==> config.mk <==
export PLATFORM = sky130hd
export DESIGN_NAME = prio_deco_seq
export DESIGN_NICKNAME = d
export VERILOG_FILES = /design/src/rtl/prio_deco_seq_pkg.sv /design/src/rtl/prio_deco_seq_code_fifo.sv /design/src/rtl/prio_deco_seq.sv
export SDC_FILE = /design/constraint.sdc
export NUM_CORES = 1
export LEC_CHECK = 0
export CORE_MARGIN = 2
export CORE_UTILIZATION = 29
export DETAILED_ROUTE_END_ITERATION = 8
export MAX_ROUTING_LAYER = met4
export PLACE_DENSITY = 0.53
export SKIP_LAST_GASP = 1
export SLEW_MARGIN = 40
export SYNTH_ARGS = -nofsm -noshare
export SYNTH_HDL_FRONTEND = slang
export SYNTH_SLANG_ARGS = --single-unit
==> constraint.sdc <==
create_clock -name clk -period 2.3 [get_ports clk]
set_input_delay 0.23 -clock clk [delete_from_list [all_inputs] [get_ports clk]]
set_output_delay 0.23 -clock clk [all_outputs]
set_load 0.005 [all_outputs]
==> src/rtl/prio_deco_seq_pkg.sv <==
// Shared definitions for the code-to-one-hot pulse sequencer: code width, line count,
// FSM state encodings and the 3-to-8 decode helper.
package prio_deco_seq_pkg;

  localparam int CODE_W = 3;
  localparam int LINES  = 8;

  typedef enum logic [1:0] {
    IDLE = 2'd0,
    HOLD = 2'd1,
    GAP  = 2'd2
  } state_t;

  // Decoding is total: every code selects exactly one line, code 0 -> bit 0.
  function automatic logic [LINES-1:0] decode_code(input logic [CODE_W-1:0] code);
    logic [LINES-1:0] lines;
    lines       = '0;
    lines[code] = 1'b1;
    return lines;
  endfunction

endpackage

==> src/rtl/prio_deco_seq_code_fifo.sv <==
// Small first-word-fall-through FIFO of encoder codes; the head entry is visible on rdata
// while not empty, and pointers wrap naturally because DEPTH is a power of two.
import prio_deco_seq_pkg::*;

module prio_deco_seq_code_fifo #(
  parameter int DEPTH = 4
) (
  input  logic                        clk,
  input  logic                        rst,
  input  logic                        push,
  input  logic [CODE_W-1:0]           wdata,
  input  logic                        pop,
  output logic [CODE_W-1:0]           rdata,
  output logic                        full,
  output logic                        empty,
  output logic [$clog2(DEPTH):0]      count
);

  localparam int AW = $clog2(DEPTH);
  localparam logic [AW:0] DEPTH_C = (AW+1)'(DEPTH);

  logic [CODE_W-1:0] mem [DEPTH];
  logic [AW-1:0]     wr_ptr;
  logic [AW-1:0]     rd_ptr;
  logic              do_push;
  logic              do_pop;

  assign full    = (count == DEPTH_C);
  assign empty   = (count == '0);
  assign do_push = push && !full;
  assign do_pop  = pop && !empty;
  assign rdata   = mem[rd_ptr];

  always_ff @(posedge clk) begin
    if (do_push) begin
      mem[wr_ptr] <= wdata;
    end
  end

  // A simultaneous push and pop leaves the occupancy unchanged.
  always_ff @(posedge clk) begin
    if (rst) begin
      wr_ptr <= '0;
      rd_ptr <= '0;
      count  <= '0;
    end else begin
      if (do_push) begin
        wr_ptr <= wr_ptr + 1'b1;
      end
      if (do_pop) begin
        rd_ptr <= rd_ptr + 1'b1;
      end
      case ({do_push, do_pop})
        2'b10:   count <= count + 1'b1;
        2'b01:   count <= count - 1'b1;
        default: count <= count;
      endcase
    end
  end

endmodule

==> src/rtl/prio_deco_seq.sv <==
// Replays buffered 3-bit codes as registered one-hot pulses of HOLD_CYCLES cycles, each
// followed by GAP_CYCLES forced-low cycles; enable only gates starting a new pulse.
import prio_deco_seq_pkg::*;

module prio_deco_seq #(
  parameter int DEPTH       = 4,
  parameter int HOLD_CYCLES = 2,
  parameter int GAP_CYCLES  = 1
) (
  input  logic              clk,
  input  logic              rst,
  input  logic              e,
  input  logic              in_valid,
  input  logic [CODE_W-1:0] in_code,
  output logic              in_ready,
  output logic [LINES-1:0]  out_onehot,
  output logic              out_active,
  output logic              busy,
  output logic              ovf
);

  localparam int MAX_CNT = (HOLD_CYCLES > GAP_CYCLES) ? HOLD_CYCLES : GAP_CYCLES;
  localparam int CNT_W   = $clog2(MAX_CNT) + 1;

  state_t               state;
  logic [CNT_W-1:0]     cnt;
  logic                 fifo_full;
  logic                 fifo_empty;
  logic [CODE_W-1:0]    head_code;
  logic [$clog2(DEPTH):0] fifo_count;
  logic                 push;
  logic                 pop;

  assign in_ready = !fifo_full;
  assign push     = in_valid && in_ready;
  assign pop      = (state == IDLE) && e && !fifo_empty;
  assign busy     = (state != IDLE) || (fifo_count != '0);

  prio_deco_seq_code_fifo #(
    .DEPTH (DEPTH)
  ) u_fifo (
    .clk   (clk),
    .rst   (rst),
    .push  (push),
    .wdata (in_code),
    .pop   (pop),
    .rdata (head_code),
    .full  (fifo_full),
    .empty (fifo_empty),
    .count (fifo_count)
  );

  // One counter serves both the HOLD and GAP windows; it counts down to zero in each.
  always_ff @(posedge clk) begin
    if (rst) begin
      state      <= IDLE;
      cnt        <= '0;
      out_onehot <= '0;
      out_active <= 1'b0;
      ovf        <= 1'b0;
    end else begin
      if (in_valid && !in_ready) begin
        ovf <= 1'b1;
      end
      case (state)
        IDLE: begin
          if (pop) begin
            out_onehot <= decode_code(head_code);
            out_active <= 1'b1;
            cnt        <= CNT_W'(HOLD_CYCLES - 1);
            state      <= HOLD;
          end else begin
            out_onehot <= '0;
            out_active <= 1'b0;
          end
        end
        HOLD: begin
          if (cnt != '0) begin
            cnt <= cnt - 1'b1;
          end else begin
            out_onehot <= '0;
            out_active <= 1'b0;
            if (GAP_CYCLES > 0) begin
              cnt   <= CNT_W'(GAP_CYCLES - 1);
              state <= GAP;
            end else begin
              state <= IDLE;
            end
          end
        end
        GAP: begin
          if (cnt != '0) begin
            cnt <= cnt - 1'b1;
          end else begin
            state <= IDLE;
          end
        end
        default: begin
          state <= IDLE;
        end
      endcase
    end
  end

endmodule

==> results.json <==
{
  "reg2reg_slack_ns": 0.12,
  "drt_first_iter_violations": 47,
  "clock_sinks": 35,
  "netlist_top_cells_area": "dfxtp_1 28%, edfxtp_1 22%, ha_1 9.8%",
  "post_synth_xor_area_fraction": 0.0158,
  "tritoncts.num_buffers": 5,
  "final.period_utilization": 0.948,
  "fp.dieW_um": 79.6,
  "avgRoutedWirePerCell_um": 12.8,
  "cp.arrival_ns": 2.40,
  "syn2layout_area_growth_pct": 23.2,
  "floorplan.initialDensity": 0.301,
  "status": "finished clean",
  "num_antenna_cells": 0,
  "setup_viol": 0,
  "synth_fp_nets": 158,
  "syn-instance-count": 137,
  "max_slew.worst_pin.slew_ns": 0.532,
  "fin_nets": 184,
  "yosys.cell_count.top_type": "dfxtp_1",
  "synth_enable_flop_cells": 12,
  "final_antenna_net_count": 0,
  "count_of_warnings_emitted_by_yosys": 0,
  "grt_antenna_before_repair": 0,
  "slew_violations": 0,
  "count_of_hold_buffers_inserted_by_post_cts_repair": 0,
  "postRouteWirelength_um": 3020,
  "crit-reg2reg-launch": "state[1]",
  "gp_congestion": 0.742,
  "drc_errors": 0,
  "setup.worst_path.end_class": "flip-flop",
  "worstPathRequired_ns": 2.52,
  "relSlewSlack": 0.645,
  "netlist_area_um2": 1660,
  "cts.clk_slew.worst_paths_ns": 0.08,
  "floorplan.die.height_um": 79.6,
  "grt_setup_unrepaired": "no",
  "synth-seq-cells": 35,
  "numPortBuffers": 18,
  "hold_path_class": "flip-flop to flip-flop",
  "synth.top_cell.area_share": 0.278,
  "tritoncts": "built",
  "synthDistinctLibCells": 37,
  "power_leakage_nw": 0.760,
  "average_footprint_of_a_synthesized_cell_um2": 12.1,
  "place.detailed.hpwl_um": 2310,
  "pre_cts_slack_ns": 0.113,
  "yosysSeqAreaShare": 0.495,
  "net-switching-power_w": 0.000728,
  "first_pass_drt_iterations": 4,
  "cts_setup_buffers": 0,
  "worst_skew_pair.late_latency_ns": 0.29,
  "clock-root-buffer": "clkbuf_8",
  "vias": 1090,
  "synth_simple_gate_area_share": 0.134,
  "critical_path_peak_fanout": 4,
  "crit_type": "flip-flop to flip-flop",
  "power.sequential.fraction": 0.405,
  "viasPerCell": 4.62,
  "htree_num_levels": 2,
  "fp-row-count": 27,
  "postSynth.asyncResetShare": 0,
  "cts.path.max_buffers": 2,
  "startpoint_of_the_most_critical_hold_path": "out_onehot[3]",
  "final_layout_size_suffix_gt1_frac": 0.140,
  "pwr-share-comb": 0.381,
  "power.density_cell_area_nw_per_um2": 1020,
  "timing.final.ws_setup_ns": 0.120,
  "worstSetupStartpointType": "flip-flop",
  "hold_violations": 0,
  "dominant_combinational_cell_family_by_area_after_synthesis": "compound AO/OA/AOI/OAI gates",
  "synthDominantAreaCellType": "dfxtp_1",
  "boundaryPins": 19,
  "finalWorstPathRequiredPeriod_ns": 2.18,
  "grt.overflow.total": 0,
  "synthFlopType": "dfxtp_1",
  "pwr-share-clk": 0.214,
  "max_cap_viol_count": 0,
  "postPlaceCellArea_um2": 1950,
  "layout.cell_area.non_filler_um2": 2040,
  "synth_fa_ha_area_frac": 0.110,
  "grt_pass1_vias": 1109,
  "design.die.area_um2": 6340,
  "fin_worst_hold_slack_ns": 0.482,
  "grt_max_degree": 15,
  "netlist_top_cells_count": "23 x dfxtp_1, 13 x ha_1, 12 x edfxtp_1",
  "total_power_w": 0.00208,
  "final_setup_skew_ns": 0.00436,
  "power.internal_w": 0.00135,
  "coreArea_um2": 5510,
  "max_clock_freq_ghz": 0.459,
  "timing.critical_path.from": "state[1]",
  "global_route.usage.total": 0.112,
  "grt_first_pass_wirelength_um": 5260,
  "synth_compound_gate_area_share": 0.137,
  "peakVddDrop_v": 0.000370,
  "synth.area.mux_share": 0.0717,
  "tns_ns": 0,
  "sw_frac_of_total": 0.350
}
## state kept, by name, indices dropped and copies added (netlist names), named ones only
register / cells
cnt: 2
out_active: 1
out_onehot: 8
ovf: 1
state: 2
u_fifo.count: 3
u_fifo.mem: 12
u_fifo.rd_ptr: 2
u_fifo.wr_ptr: 2
## placed cells by master (no fill, tap or decap), types with 5 or more instances in the layout
cell / netlist / routed
nand2b_1: 8 / 8
nor2_1: 9 / 9
buf_4: 0 / 6
clkdlybuf4s50_1: 0 / 18
dfxtp_1: 23 / 22
ha_1: 13 / 13
edfxtp_1: 12 / 12
a21oi_1: 6 / 6
inv_1: 10 / 10
clkbuf_8: 0 / 5
a22o_1: 6 / 6
## routing by layer
metal  track usage  vias to the layer above  part of all wire
met5             -                        -                 0
met4        0.0362                        0             0.014
met3        0.0452                        5             0.058
met2         0.182                       21              0.50
met1         0.125                      521              0.43
li1              -                      543                 -
## kinds of logic after synthesis
family / Yosys count
AND/OR/NAND/NOR: 35
flip-flops: 35
AO/OA/AOI/OAI: 27
buffers and inverters: 15
adder cells (fa/ha/maj): 14
multiplexers: 8
XOR/XNOR: 3
## layout make-up
| class | instances | area [um2] |
|---|---|---|
| Fill cell | 510 | 3460 |
| Sequential cell | 35 | 822 |
| Multi-Input combinational cell | 87 | 778 |
| Timing Repair Buffer | 24 | 225 |
| Tap cell | 72 | 90.1 |
| Clock buffer | 5 | 68.8 |
| Inverter | 10 | 37.5 |
| Clock inverter | 3 | 20.0 |
## power by group through the flow
stage | clock network [W] | registers [W] | logic (W)
4_1_cts | 0.000458 | 0.000844 | 0.000802
3_5_place_dp | 0 | 0.000857 | 0.000797
2_1_floorplan | 0 | 0.000838 | 0.000554
6_report | 0.000444 | 0.000843 | 0.000793
5_1_grt | 0.000495 | 0.000862 | 0.000876
3_3_place_gp | 0 | 0.000853 | 0.000771
## worst max-delay path: stages (launching register included)
cell	delay, ns
dfxtp_1	0.38
inv_1	0.10
ha_1	0.23
o311ai_4	0.10
inv_1	0.08
ha_1	0.23
fa_1	0.39
xnor2_1	0.15
or3_1	0.32
a21oi_1	0.14
## final timing paths
path / endpoint / depth (start not counted)
worst max-delay path: u_fifo.count[2] / 9
worst min-delay path: out_onehot[3] / 1
worst max register to register: u_fifo.count[2] / 9
worst min register to register: out_onehot[3] / 1
## metrics by stage
stage,utilization,std cells
3_3_place_gp,0.354,228
4_1_cts,0.371,236
2_1_floorplan,-,137
6_report,0.371,236
5_1_grt,0.371,236
3_5_place_dp,0.354,228
## what timing repair did
item                       in CTS  in global routing
hold endpoints to repair        0                  0
gates resized for setup         0                  1
setup endpoints to repair       0                  1
Power figures use the tool's default switching activity.
